==> src/rtl/vga_sync_gen.sv <==
// vga_sync_gen: raster timing generator for a VGA-style display.
// Two counters track the pixel column and the line. All outputs are
// registered and are computed from the *next* counter values, so every
// output in a given cycle agrees with the hpos/vpos presented in that cycle.
module vga_sync_gen #(
  parameter int H_VISIBLE = 640,
  parameter int H_FRONT   = 16,
  parameter int H_SYNC    = 96,
  parameter int H_BACK    = 48,
  parameter int V_VISIBLE = 480,
  parameter int V_FRONT   = 10,
  parameter int V_SYNC    = 2,
  parameter int V_BACK    = 33
) (
  input  logic        clk,
  input  logic        rst_n,
  input  logic        ena,
  output logic [9:0]  hpos,
  output logic [9:0]  vpos,
  output logic        hsync,
  output logic        vsync,
  output logic        visible,
  output logic        line_start,
  output logic        frame_start,
  output logic [15:0] frame_count
);

  // Last valid position on each axis (total - 1) and the sync windows.
  localparam logic [9:0] H_LAST   = 10'(H_VISIBLE + H_FRONT + H_SYNC + H_BACK - 1);
  localparam logic [9:0] V_LAST   = 10'(V_VISIBLE + V_FRONT + V_SYNC + V_BACK - 1);
  localparam logic [9:0] H_VIS    = 10'(H_VISIBLE);
  localparam logic [9:0] V_VIS    = 10'(V_VISIBLE);
  localparam logic [9:0] HS_START = 10'(H_VISIBLE + H_FRONT);
  localparam logic [9:0] HS_END   = 10'(H_VISIBLE + H_FRONT + H_SYNC);
  localparam logic [9:0] VS_START = 10'(V_VISIBLE + V_FRONT);
  localparam logic [9:0] VS_END   = 10'(V_VISIBLE + V_FRONT + V_SYNC);

  logic [9:0]  hpos_r;
  logic [9:0]  vpos_r;
  logic        hsync_r;
  logic        vsync_r;
  logic        visible_r;
  logic        line_start_r;
  logic        frame_start_r;
  logic [15:0] frame_count_r;

  logic        h_wrap_s;
  logic        v_wrap_s;
  logic [9:0]  hpos_nxt_s;
  logic [9:0]  vpos_nxt_s;
  logic        hsync_nxt_s;
  logic        vsync_nxt_s;
  logic        visible_nxt_s;

  // Next raster position and the decoded sync/visible levels for that position.
  always_comb begin
    h_wrap_s      = 1'b0;
    v_wrap_s      = 1'b0;
    hpos_nxt_s    = hpos_r;
    vpos_nxt_s    = vpos_r;
    hsync_nxt_s   = 1'b1;
    vsync_nxt_s   = 1'b1;
    visible_nxt_s = 1'b0;

    h_wrap_s = (hpos_r == H_LAST);
    v_wrap_s = h_wrap_s && (vpos_r == V_LAST);

    if (h_wrap_s) begin
      hpos_nxt_s = 10'd0;
    end else begin
      hpos_nxt_s = hpos_r + 10'd1;
    end

    if (v_wrap_s) begin
      vpos_nxt_s = 10'd0;
    end else if (h_wrap_s) begin
      vpos_nxt_s = vpos_r + 10'd1;
    end else begin
      vpos_nxt_s = vpos_r;
    end

    hsync_nxt_s   = ~((hpos_nxt_s >= HS_START) && (hpos_nxt_s < HS_END));
    vsync_nxt_s   = ~((vpos_nxt_s >= VS_START) && (vpos_nxt_s < VS_END));
    visible_nxt_s = (hpos_nxt_s < H_VIS) && (vpos_nxt_s < V_VIS);
  end

  // Raster state: advance on enabled clocks, hold (with pulses cleared) otherwise.
  always_ff @(posedge clk or negedge rst_n) begin
    if (!rst_n) begin
      hpos_r        <= 10'd0;
      vpos_r        <= 10'd0;
      hsync_r       <= 1'b1;
      vsync_r       <= 1'b1;
      visible_r     <= 1'b1;
      line_start_r  <= 1'b0;
      frame_start_r <= 1'b0;
      frame_count_r <= 16'd0;
    end else if (ena) begin
      hpos_r        <= hpos_nxt_s;
      vpos_r        <= vpos_nxt_s;
      hsync_r       <= hsync_nxt_s;
      vsync_r       <= vsync_nxt_s;
      visible_r     <= visible_nxt_s;
      line_start_r  <= h_wrap_s;
      frame_start_r <= v_wrap_s;
      frame_count_r <= frame_count_r + {15'd0, v_wrap_s};
    end else begin
      hpos_r        <= hpos_r;
      vpos_r        <= vpos_r;
      hsync_r       <= hsync_r;
      vsync_r       <= vsync_r;
      visible_r     <= visible_r;
      line_start_r  <= 1'b0;
      frame_start_r <= 1'b0;
      frame_count_r <= frame_count_r;
    end
  end

  assign hpos        = hpos_r;
  assign vpos        = vpos_r;
  assign hsync       = hsync_r;
  assign vsync       = vsync_r;
  assign visible     = visible_r;
  assign line_start  = line_start_r;
  assign frame_start = frame_start_r;
  assign frame_count = frame_count_r;

endmodule

==> config.mk <==
export PLATFORM = sky130hd
export DESIGN_NAME = vga_sync_gen
export DESIGN_NICKNAME = d
export VERILOG_FILES = /design/src/rtl/vga_sync_gen.sv
export SDC_FILE = /design/constraint.sdc
export NUM_CORES = 1
export LEC_CHECK = 0
export CORE_AREA = 2 2 76 78
export CTS_CLUSTER_SIZE = 10
export DETAILED_ROUTE_END_ITERATION = 6
export DIE_AREA = 0 0 78 80
export MAX_ROUTING_LAYER = met4
export PLACE_DENSITY = 0.67
export SETUP_SLACK_MARGIN = 0.15
export SYNTH_ARGS = -nofsm -noshare
export SYNTH_HDL_FRONTEND = slang
export SYNTH_SLANG_ARGS = --single-unit
==> constraint.sdc <==
create_clock -name clk -period 4.2 [get_ports clk]
set_clock_uncertainty 0.2 [all_clocks]
set_input_delay 0.42 -clock clk [delete_from_list [all_inputs] [get_ports clk]]
set_output_delay 0.42 -clock clk [all_outputs]
set_load 0.01 [all_outputs]
==> key figures <==
Global route
  • Global-route wire length before repair: 8.60 mm
  • Gr usage total: 17.8%
  • Number of global-route vias before repair: 1831
  • Pin count of the biggest net entering global routing: 42
  • Total grt overflow: 0
  • Initial antenna violation count: 0

Synthesis
  • EDFF count, synth: 0
  • Post-synth ARST share: 100%
  • Yosys cell types: 58
  • Syn Inst Count: 235
  • Seq/Total Area, Yosys: 43.9%
  • Flops & latches, synth: 41
  • Synthesized cell area: 2350 um2
  • Syn nets: 244
  • Ys flop type: dfrtp_1
  • Yosys warnings: 0
  • Syn Area/Cell: 9.99 um2

Route
  • WL final: 5.03 mm
  • DRC errors left: 0
  • Met1 WL: 2.40 mm
  • DR top layer: met4
  • Post-DRT Antenna Nets: 0
  • WL/cell: 14.5 um
  • Post-DR vias/cell: 5.43
  • Via count: 1891
  • WL met2: 2.38 mm
  • Drt first pass iters: 4
  • Wire length on met3: 184 um
  • Initial drt markers: 144

Floorplan
  • I/O pin total: 44
  • Die Ht: 80 um
  • Initial Util: 43.4%
  • Core Area: 5410 um2
  • Die area: 6240 um2
  • # rows: 27
  • Die Wd: 78 um

Critical path
  • Crit-path cells: inv_1 -> ha_1 -> nand4_1 -> or4_1 -> nor2_8 -> ha_1 -> ha_1 -> nand2_1 -> nor2_1 -> nand2_1 -> nor2_1 -> nand2_1 -> xnor2_1
  • R2R Setup Slk: 1020 ps
  • Capturing point of the worst reg2reg path: frame_count[14]
  • R2R Path Start: vpos[1]
  • Slowest cell on crit path: or4_1
  • Critical path class: reg2reg
  • Crit path launch type: register
  • Worst Path Max Fanout: 8
  • CP top delay family: simple AND/OR/NAND/NOR gates
  • CP bufs+invs: 1
  • Worst R2R Path Depth: 13
  • Worst EP required: 4180 ps
  • CP Capture Type: register
  • Worst endpoint data arrival time: 3160 ps
  • Worst path max stage delay: 700 ps

Timing
  • Hold Slack: 51.8 ps
  • Fin crit share: 75.7%
  • # setup viols final: 0
  • RSZ-0062 raised after global routing: no
  • Tmin final: 3180 ps
  • Final hold viol count: 0
  • Final setup TNS: 0 ps
  • Final Max Slew Viols: 0
  • Max_slew headroom: 40.1%
  • Worst Tran Pin Value: 898 ps
  • Fmax: 0.315 GHz

Cells and area
  • Commonest non-fill, non-tap cell in the layout: clkdlybuf4s50_1
  • Layout cells sized above 1: 9.78%
  • Number of antenna diodes: 0
  • Nets: 285
  • Layout area overhead: 22.7%
  • Commonest cells after routing, fill and taps aside: clkdlybuf4s50_1, dfrtp_1, nand2_1

CTS
  • CTS Buf Count: 5
  • Hold-fix buffers, CTS: 0
  • Clk buf depth: 2
  • CTS tree: done
  • Setup bufs post-CTS: 0
  • PostCTS Resize Cnt: 0
  • H-Tree Depth: 2
  • Worst-Skew Late Latency: 290 ps
  • Clock-pin slew on the worst setup and hold paths: 80 ps
  • CTS Sinks: 41
  • Clock root buffer: clkbuf_8

Worst hold path
  • Hold WC Path Type: in2async

Pwr
  • Maximum vdd drop: 0.184 mV
  • Static leakage: 0.00122 uW
  • P per Cell Area: 351 nW/um2

Flow run
  • Max-cap viol count: 0

Status
  • Status: finished, final reports clean

Place
  • Port Buf Inserts: 43
  • Final HPWL DP: 3.53 mm
  • RD Place Congestion: 0.887
==> how the worst max path moves through the flow <==
stage,start,end,slack (ps),depth (start not counted)
6_report,vpos[1],frame_count[14],1020,13
5_1_grt,vpos[1],frame_count[14],760,13
4_1_cts,vpos[1],frame_count[14],1010,13
3_5_place_dp,vpos[1],frame_count[13],1010,12
3_3_place_gp,vpos[1],frame_count[15],1090,12
2_1_floorplan,vpos[5],frame_count[13],1300,11
==> registers in the layout, summed over array words and instances, names as in the netlist <==
name         flops
hpos            10
frame_count     16
vsync            1
hsync            1
vpos            10
line_start       1
frame_start      1
visible          1
==> logic make-up after synthesis <==
group | after synthesis | synth area share (%)
muxes | 5 | 2.29
xor gates and xnor gates | 26 | 9.70
AOI/OAI and AO/OA | 46 | 14.0
adders and majority gates | 6 | 3.20
DFF | 41 | 43.9
buffers and inverters | 18 | 4.69
and+or+nand+nor | 93 | 22.2
==> cell usage after synthesis (all sizes together) (2+ instances only) <==
| cell type | count | area share (%) |
|---|---|---|
| a2111oi | 2 | 0.80 |
| a21o | 3 | 0.96 |
| a21oi | 5 | 1.1 |
| a31oi | 5 | 1.3 |
| and3 | 6 | 1.6 |
| and4 | 4 | 1.5 |
| buf | 8 | 3.1 |
| clkbuf | 2 | 0.32 |
| dfrtp | 38 | 41 |
| dfstp | 3 | 3.4 |
| ha | 6 | 3.2 |
| inv | 8 | 1.3 |
| mux2 | 3 | 1.4 |
| mux2i | 2 | 0.85 |
| nand2 | 25 | 4.1 |
| nand3 | 17 | 3.6 |
| nand4 | 8 | 2.8 |
| nor2 | 19 | 3.9 |
| nor3 | 5 | 1.5 |
| nor4 | 2 | 0.80 |
| o21ai | 13 | 3.3 |
| o31ai | 3 | 0.96 |
| xnor2 | 16 | 6.0 |
| xor2 | 10 | 3.7 |
==> cell type report <==
cell class,count,area (um2)
sequential,41,1030
timing repair buffer,44,433
clock inverter,1,7.51
clock buffer,6,82.6
multi-input combinational,176,1210
tap,72,90.1
inverter,8,30.0
fill,523,2520
==> worst reg2reg max path: cells and delay by family (launching register included) <==
family	cells	cell delay, ps
buf+inv	1	100
xor+xnor	1	130
fa+ha+maj	3	560
simple gates	8	1630
flops	1	450
==> power breakdown <==
group,total (uW),switching (uW),internal (uW)
clock network,266,136,130
logic,245,120,126
registers,500,71.2,429
==> through the flow <==
stage / total power (uW) / utilization [%] / instance area [um2] / setup WS, ps / instances
final: 1010 / 53.3 / 2880 / 1020 / 348
after CTS: 1020 / 53.3 / 2880 / 1010 / 348
after global placement: 750 / 51.6 / 2790 / 1090 / 341
after floorplan: 645 / - / 2350 / 1300 / 235
after detailed placement: 754 / 51.6 / 2790 / 1010 / 341
after global routing: 1080 / 53.3 / 2880 / 755 / 348
==> metal layers <==
metal,vias to the layer above,track usage (%)
met2,42,29.0
met4,0,5.26
li1,933,-
met3,6,3.62
met1,910,22.8
met5,-,-
Note: power is estimated with default switching activity, not from simulation.
